$ cat src/rtl/mmio_interconnect_pkg.sv
// rtl/mmio_interconnect_pkg.sv - shared types and constants for the MMIO interconnect
package mmio_interconnect_pkg;

  typedef enum logic [1:0] {
    ST_IDLE   = 2'd0,
    ST_ACCESS = 2'd1,
    ST_RESP   = 2'd2
  } mmio_state_e;

  localparam logic [1:0] MMIO_AREA = 2'h3;

  localparam logic [5:0] PREFIX_TRNG        = 6'h00;
  localparam logic [5:0] PREFIX_TIMER       = 6'h01;
  localparam logic [5:0] PREFIX_UDS         = 6'h02;
  localparam logic [5:0] PREFIX_UART        = 6'h03;
  localparam logic [5:0] PREFIX_TOUCH_SENSE = 6'h04;
  localparam logic [5:0] PREFIX_MTA1        = 6'h3f;

  // Core i lives at bits [i*6 +: 6], so the last element is core 0.
  localparam logic [47:0] DEFAULT_CORE_PREFIXES = {
    PREFIX_MTA1, 6'h05, PREFIX_TOUCH_SENSE, PREFIX_UART,
    PREFIX_UDS, PREFIX_TIMER, PREFIX_TRNG, 6'h06
  };

  localparam logic [31:0] DEFAULT_ERR_RDATA = 32'hdeadbeef;

endpackage

$ cat src/rtl/mmio_prefix_decode.sv
// rtl/mmio_prefix_decode.sv - combinational prefix table lookup, lowest matching index wins
module mmio_prefix_decode #(
  parameter int NUM_CORES = 8,
  parameter int PREFIX_W  = 6,
  parameter int SEL_W     = 3,
  parameter logic [NUM_CORES*PREFIX_W-1:0] CORE_PREFIXES = '0
) (
  input  logic [PREFIX_W-1:0] prefix,
  output logic                hit,
  output logic [SEL_W-1:0]    sel
);

  // Scan from the top down so a lower index overwrites any higher match.
  always_comb begin
    hit = 1'b0;
    sel = '0;
    for (int i = NUM_CORES - 1; i >= 0; i--) begin
      if (CORE_PREFIXES[i*PREFIX_W +: PREFIX_W] == prefix) begin
        hit = 1'b1;
        sel = SEL_W'(i);
      end
    end
  end

endmodule

$ cat src/rtl/mmio_interconnect.sv
// rtl/mmio_interconnect.sv - CPU valid/ready to per-core MMIO decode, access FSM, timeout and error log
module mmio_interconnect
  import mmio_interconnect_pkg::*;
#(
  parameter int NUM_CORES      = 8,
  parameter int PREFIX_W       = 6,
  parameter logic [NUM_CORES*PREFIX_W-1:0] CORE_PREFIXES = DEFAULT_CORE_PREFIXES,
  parameter int ADDR_W         = 8,
  parameter int TIMEOUT_CYCLES = 16,
  parameter logic [31:0] ERR_RDATA = DEFAULT_ERR_RDATA
) (
  input  logic                    clk,
  input  logic                    reset,
  input  logic                    cpu_valid,
  input  logic [31:0]             cpu_addr,
  input  logic [3:0]              cpu_wstrb,
  input  logic [31:0]             cpu_wdata,
  output logic [31:0]             cpu_rdata,
  output logic                    cpu_ready,
  output logic [NUM_CORES-1:0]    core_cs,
  output logic                    core_we,
  output logic [ADDR_W-1:0]       core_address,
  output logic [31:0]             core_write_data,
  input  logic [NUM_CORES*32-1:0] core_read_data,
  input  logic [NUM_CORES-1:0]    core_ready,
  input  logic                    err_clear,
  output logic                    err_valid,
  output logic [31:0]             err_addr,
  output logic [15:0]             err_count
);

  localparam int SEL_W = (NUM_CORES > 1) ? $clog2(NUM_CORES) : 1;
  localparam int TMO_W = (TIMEOUT_CYCLES > 1) ? $clog2(TIMEOUT_CYCLES) : 1;
  localparam logic [TMO_W-1:0] TMO_LAST = TMO_W'(TIMEOUT_CYCLES - 1);

  mmio_state_e       state;
  logic [SEL_W-1:0]  sel_q;
  logic [TMO_W-1:0]  tmo;
  logic [31:0]       req_addr;
  logic              resp_gap;
  logic [15:0]       err_count_q;
  logic [31:0]       err_addr_q;

  logic              dec_hit;
  logic [SEL_W-1:0]  dec_sel;
  logic              accept;
  logic              sel_ready;
  logic [31:0]       sel_rdata;
  logic              fault;
  logic [31:0]       fault_addr;

  mmio_prefix_decode #(
    .NUM_CORES     (NUM_CORES),
    .PREFIX_W      (PREFIX_W),
    .SEL_W         (SEL_W),
    .CORE_PREFIXES (CORE_PREFIXES)
  ) u_decode (
    .prefix (cpu_addr[24 +: PREFIX_W]),
    .hit    (dec_hit),
    .sel    (dec_sel)
  );

  // Request acceptance, selected-core response and fault detection for this cycle.
  always_comb begin
    accept     = (state == ST_IDLE) && cpu_valid && !resp_gap;
    sel_ready  = core_ready[sel_q];
    sel_rdata  = core_read_data[32*int'(sel_q) +: 32];
    fault      = 1'b0;
    fault_addr = req_addr;
    if (accept && !dec_hit) begin
      fault      = 1'b1;
      fault_addr = cpu_addr;
    end else if ((state == ST_ACCESS) && !sel_ready && (tmo == TMO_LAST)) begin
      fault = 1'b1;
    end
  end

  // Access FSM: latch request on accept, hold cs until ready or timeout, then pulse cpu_ready.
  always_ff @(posedge clk) begin
    if (reset) begin
      state           <= ST_IDLE;
      sel_q           <= '0;
      tmo             <= '0;
      req_addr        <= '0;
      resp_gap        <= 1'b0;
      cpu_ready       <= 1'b0;
      cpu_rdata       <= '0;
      core_cs         <= '0;
      core_we         <= 1'b0;
      core_address    <= '0;
      core_write_data <= '0;
      err_valid       <= 1'b0;
    end else begin
      cpu_ready <= 1'b0;
      err_valid <= fault;
      case (state)
        ST_IDLE: begin
          resp_gap <= 1'b0;
          if (accept) begin
            req_addr        <= cpu_addr;
            core_address    <= cpu_addr[ADDR_W+1:2];
            core_we         <= |cpu_wstrb;
            core_write_data <= cpu_wdata;
            if (dec_hit) begin
              sel_q   <= dec_sel;
              core_cs <= NUM_CORES'(1) << dec_sel;
              tmo     <= '0;
              state   <= ST_ACCESS;
            end else begin
              cpu_rdata <= ERR_RDATA;
              cpu_ready <= 1'b1;
              state     <= ST_RESP;
            end
          end
        end
        ST_ACCESS: begin
          if (sel_ready) begin
            cpu_rdata <= sel_rdata;
            cpu_ready <= 1'b1;
            core_cs   <= '0;
            state     <= ST_RESP;
          end else if (tmo == TMO_LAST) begin
            cpu_rdata <= ERR_RDATA;
            cpu_ready <= 1'b1;
            core_cs   <= '0;
            state     <= ST_RESP;
          end else begin
            tmo <= tmo + 1'b1;
          end
        end
        ST_RESP: begin
          resp_gap <= 1'b1;
          state    <= ST_IDLE;
        end
        default: begin
          core_cs <= '0;
          state   <= ST_IDLE;
        end
      endcase
    end
  end

  // Error log: a clear coinciding with a fault leaves exactly that fault recorded.
  always_ff @(posedge clk) begin
    if (reset) begin
      err_count_q <= '0;
      err_addr_q  <= '0;
    end else if (fault) begin
      err_addr_q <= fault_addr;
      if (err_clear) begin
        err_count_q <= 16'd1;
      end else if (err_count_q != 16'hffff) begin
        err_count_q <= err_count_q + 16'd1;
      end
    end else if (err_clear) begin
      err_count_q <= '0;
      err_addr_q  <= '0;
    end
  end

  assign err_count = err_count_q;
  assign err_addr  = err_addr_q;

endmodule

$ cat config.mk
export PLATFORM = sky130hd
export DESIGN_NAME = mmio_interconnect
export DESIGN_NICKNAME = d
export VERILOG_FILES = /design/src/rtl/mmio_interconnect_pkg.sv /design/src/rtl/mmio_prefix_decode.sv /design/src/rtl/mmio_interconnect.sv
export SDC_FILE = /design/constraint.sdc
export NUM_CORES = 1
export LEC_CHECK = 0
export ABC_AREA = 1
export CAP_MARGIN = 20
export CORE_AREA = 5 5 181 183
export CTS_BUF_LIST = sky130_fd_sc_hd__clkbuf_2
export DETAILED_ROUTE_END_ITERATION = 12
export DIE_AREA = 0 0 186 188
export DONT_BUFFER_PORTS = 1
export MAX_ROUTING_LAYER = met4
export PLACE_DENSITY = 0.56
export SYNTH_ARGS = -nofsm -noshare
export SYNTH_HDL_FRONTEND = slang
export SYNTH_SLANG_ARGS = --single-unit
$ cat constraint.sdc
create_clock -name clk -period 1.9 [get_ports clk]
set_input_delay 0.285 -clock clk [delete_from_list [all_inputs] [get_ports clk]]
set_output_delay 0.285 -clock clk [all_outputs]
set_load 0.01 [all_outputs]
# Word-level counts from Yosys, hierarchy flattened
# Index checks and enable logic that the tools add are counted.
op_classes:
  addsub: 2
  muxes: 53
  eq_ne: 17
  order_cmp: 1
  bitwise_logic: 1
  shifts: 2
  n_reduce_logical: 22
op_table:
  columns: ["operator", "n"]
  rows:
  - ["256-bit by 9-bit indexed part select with 32-bit output", 1]
  - ["32-bit two-way mux", 7]
  - ["16-bit two-way mux", 4]
  - ["32-bit case mux with 2 select lines", 1]
  - ["8-bit two-way mux", 4]
  - ["3-bit two-way mux", 8]
  - ["8-bit case mux with 3 select lines", 1]
  - ["3-bit by 6-bit equality test with 1-bit output, first input constant", 3]
  - ["16-bit by 1-bit adder with 16-bit output, second input constant", 1]
  - ["4-bit two-way mux", 4]
  - ["16-bit != test, second input constant", 1]
  - ["1-bit two-way mux", 15]
  - ["2-bit by 6-bit equality test with 1-bit output, first input constant", 2]
  - ["2-bit != test, second input constant", 5]
  - ["2-bit two-way mux", 4]
  - ["4-bit case mux with 2 select lines", 1]
  - ["4-bit AND reduction", 2]
  - ["2-bit nonzero test", 4]
  - ["1-bit by 3-bit << shifter with 8-bit output, first input constant", 1]
  - ["1-bit by 6-bit equality test with 1-bit output, first input constant", 1]
  - ["6-bit equality test, first input constant", 1]
  - ["6-bit zero test", 1]
  - ["2-bit AND reduction", 3]
  - ["1-bit logical AND", 5]
  - ["other kinds (15)", 18]
word_totals:
  wordCells: 112
  in_bits: 336
  register_bits: 173

# Depth between registers and ports, before layout
# Gate-level depths: netlist of the first run.
logic_depth:
  ltp_word: 14
  depth_mapped: 13

# Hierarchy
# From an unflattened synthesis of the first run, not the netlist that was laid out.
hier_totals:
  cells_unflattened: 1424
  area_unflattened_um2: 9140.0
by_module_without_submodules:
  columns: ["mod", "n_inst", "seq_area_each_um2", "cells_each", "area_per_inst_um2"]
  rows:
  - ["mmio_interconnect", 1, 3303.2, 1388, 8979.9]
  - ["mmio_prefix_decode", 1, 0.0, 36, 160.2]

# Worst setup path before layout of the first run
# OpenSTA, ideal clock, no wires.
synth_path:
  path_type: "register to register"
  startpoint: "register err_count_q[0], in the netlist err_count[0]"
  endpoint: "register err_count_q[9], in the netlist err_count[9]"
  arrival_ps: 1599
  required_ps: 1830
  n_path_buf: 1
  setup_slack_ps: 231
  path_stages_with_launch: 11
  path_cell_list: "dfxtp_1 > ha_1 > nand2_1 > nor2_1 > nand3_1 > inv_1 > nand2_2 > nand2_4 > buf_12 > nand2_2 > a21oi_2"
synth_via:
  elab_chain_cells: 4
synth_lines:
  columns: ["element", "line", "source"]
  rows:
  - ["start: declaration", "mmio_interconnect.sv:41", "logic [15:0] err_count_q;"]
  - ["start signal: assignment", "mmio_interconnect.sv:153", "err_count_q <= err_count_q + 16'd1;"]
  - ["16-bit by 1-bit adder with 16-bit output", "mmio_interconnect.sv:153", null]
  - ["16-bit two-way mux", "mmio_interconnect.sv:152", "end else if (err_count_q != 16'hffff) begin"]
  - ["16-bit two-way mux", "mmio_interconnect.sv:150", "if (err_clear) begin"]
  - ["16-bit two-way mux", "mmio_interconnect.sv:148", "end else if (fault) begin"]
# Several ways; a longest one is shown, not always the timed one. The select of a mux whose other input is x is not followed.
# A chain may end at the register's enable or synchronous reset.

# Worst setup path in the final report of the first run
layout_path:
  startpoint: "register sel_q[0]"
  endpoint: "register cpu_rdata[4]"
layout_via:
  elab_chain_cells: 4
layout_lines:
  columns: ["element", "line", "source"]
  rows:
  - ["start: declaration", "mmio_interconnect.sv:37", "logic [SEL_W-1:0] sel_q;"]
  - ["start signal: assignment", "mmio_interconnect.sv:105", "sel_q <= dec_sel;"]
  - ["branches (longest 4 deep; another with 256-bit by 9-bit indexed part select with 32-bit output)", null, null]
  - ["end signal: assignment", "mmio_interconnect.sv:118", "cpu_rdata <= sel_rdata;"]
  - ["end: declaration", "mmio_interconnect.sv:18", "output logic [31:0] cpu_rdata,"]
# Several ways; the timed one is not identified. The select of a mux whose other input is x is not followed.

==> metrics, run 1 <==
status complete, no violations; H-tree depth 4; crit path max fanout 21; Final nets 2111; Tightest Pin Transition 0.5333 ns; Sequential Area around 0.0033 sq mm; Hold Crit Class in2reg; Max Buffers Root-to-Sink 2; Min Clock Period, post-route 1.832 ns; # rows 65; synthesized area roughly 0.0094 sq mm; initial antenna violation count 4; critical path capture point type flip-flop; Clock Skews just over 0.07 ns; CTS clk-pin slew, worst paths 0.26 ns; internal power around 5.3 mW; Comb pwr share around a quarter; cells after synthesis roughly 1500; sequential power share ~49%; Initial Utilization a little over 30%; largest net degree at the start of global routing 71; die area 0.03497 sq mm; final hold vios 0; Max Slew Vio Count 0; GR Util All Layers a little under a quarter; switch share a little over a third; crit path kind reg2reg; Seq/Total Area, Yosys a little over a third; Multi-input gate area approximately 0.0052 sq mm; fmax 0.5458 GHz; Switch Pwr roughly 3 mW; chip height around 190 um; Synth cell types 39; post-layout worst setup margin between 0.06 and 0.07 ns; clock share of power approximately a quarter; ratio of cells with drive above 1 in the final layout a little under an eighth; first-pass iteration count of the detailed router 5; IO Port Bufs 0; YS warnings 0; Filler Cell Count 2959; crit path DAT approximately 2.5 ns; startpoint types flip-flop; vias per std cell about 5.4; relative slew slack about 64%; first-pass GRT wire length between 60000 and 70000 um; post-detail-place hpwl 27020 um; P_leak just under 6 nW; average cell area after synthesis between 6 and 7 sq um; Mapped Nets around 1800; num ports ~470; RSZ-0062 raised after global routing no; setup_tns 0 ns; core footprint 0.03107 sq mm; Peak VDD IR roughly 0.00044 V; most common cell after layout, fill and taps aside nand2_1; most frequent cells in the layout nand2_1 (361), dlygate4sd3_1 (326), nand3_1 (237), dfxtp_1 (162), o21ai_0 (131); Placement Setup Slack 0.03990 ns; Die Width between 150 and 200 um; #FFs+latches synth around 170; vias in the first global route approximately 12000; Worst-Skew Late Latency 0.78 ns; Placer Congestion about 0.9; clock sink count about 170; Root Buffer clkbuf_2; initial drt markers just over 1000; Final ANT Viol Nets 0; drc violations 0; Final Setup Violations 0; CP required roughly 2.6 ns; drt wl/cell slightly below 20 um; DRT Wirelength roughly 43000 um; CTS tree built; Max-cap violations 0; routed via count 11840; global route overflow 0; pwr/cell area 598.9 mW/mm^2; Area Growth Syn to Fin 47.75%; total CTS buffers 17; Tcrit/Tclk final 96.42%
## power groups by stage
stage          Combinational, mW  Sequential, mW  Clock (mW)
4_1_cts                     2.04            4.07        2.16
5_1_grt                     2.42            4.11        2.30
3_3_place_gp                1.39            4.14           0
3_5_place_dp                1.42            4.13           0
6_report                    2.22            4.08        2.06
2_1_floorplan               1.11            4.03           0
## layer usage
layer | vias to the layer above | global-route usage [%] | wire length, um
met1 | 5426 | 26.51 | 16130
met2 | 810 | 36.86 | 19940
li1 | 5438 | - | -
met5 | - | - | 0
met3 | 167 | 7.313 | 4828
met4 | 0 | 11.21 | 1995
## registers in the layout (all words and copies together) (netlist names)
name / cells
core_address: 7
core_cs: 8
core_we: 1
core_write_data: 32
cpu_rdata: 32
cpu_ready: 1
err_addr: 32
err_count: 16
err_valid: 1
req_addr: 25
resp_gap: 1
sel_q: 3
state: 2
tmo: 4
## area by class of cell
class                      instances  area share (%)
tap                              402           3.606
inverter                         111           3.193
multi-input combinational       1066           37.26
clock inverter                    14           1.148
clock buffer                      18          0.6459
antenna                            6          0.1076
timing repair buffer             412           30.27
sequential                       165           23.76
## synthesized netlist by cell type (all sizes together)
master,instances,area (sq um)
nor2,121,500.5
nand2,392,1554
xor2,5,43.79
dfxtp,165,3303
buf,60,381.6
a211oi,4,30.03
ha,2,25.02
or2,5,31.28
nand3,242,1259
o21ai,150,750.7
nand4,15,93.84
clkbuf,51,191.4
clkinv,2,8.750
o22ai,6,37.54
a41oi,24,210.2
nor3b,1,7.510
nor4,2,18.77
a21oi,88,523.0
nor3,8,56.31
inv,109,414.2
## kinds of logic after synthesis
group	count (synthesis)	synth area share, %
and+or+nand+nor	786	37.30
DFF	165	34.99
buffers and inverters	222	10.55
adders and majority gates	2	0.2650
AOI/OAI and AO/OA	272	16.43
xor gates and xnor gates	5	0.4639
## per-stage QoR
step | util (%) | cell area, sq um | total power [mW] | hold WS, ns | cells
finish | 44.90 | 13950 | 8.354 | 0.1135 | 2194
global placement | 32.42 | 10070 | 5.528 | 0.3736 | 1813
detailed placement | 32.42 | 10070 | 5.555 | 0.3750 | 1813
floorplan | - | 9440 | 5.141 | 0.4199 | 1452
CTS | 43.82 | 13610 | 8.270 | 0.006378 | 2172
global route | 44.89 | 13950 | 8.842 | 0.04548 | 2193
## repair_timing
item | in CTS | in global routing
resized for setup | 0 | 33
endpoints found under the hold margin | 162 | 0
endpoints found under the setup margin | 0 | 60
setup buffers | 0 | 11
hold buffers | 327 | 0
## final timing paths
path / cells after the start / endpoint / slack, ns / startpoint
worst max-delay path: 9 / cpu_rdata[4]$_SDFFE_PP0P_ / 0.07 / sel_q[0]$_SDFFE_PP0P_
worst min-delay path: 7 / core_cs[7]$_SDFFE_PP0P_ / 0.11 / cpu_addr[27]
worst max register to register: 9 / cpu_rdata[4]$_SDFFE_PP0P_ / 0.07 / sel_q[0]$_SDFFE_PP0P_
worst min register to register: 2 / req_addr[30]$_SDFFE_PP0P_ / 0.47 / req_addr[30]$_SDFFE_PP0P_
## critical path, stage by stage, from the launching register on
cell           delay, ns
dfxtp_4             0.44
inv_8               0.13
buf_6               0.15
nand2_1             0.08
nand3_1             0.08
dlygate4sd3_1       0.55
nand3_1             0.11
a21oi_1             0.17
nand2_1             0.07
nand2_1             0.05
Power figures use the tool's default switching activity.
==> run 2, diff against run 1 <==
--- a/config.mk
+++ b/config.mk
@@ -17,3 +17,4 @@
 export SYNTH_ARGS = -nofsm -noshare
 export SYNTH_HDL_FRONTEND = slang
 export SYNTH_SLANG_ARGS = --single-unit
+export TNS_END_PERCENT = 30
==> results of run 2 <==
Same layout as run 1: the final DEF is identical, and so are final timing and power.
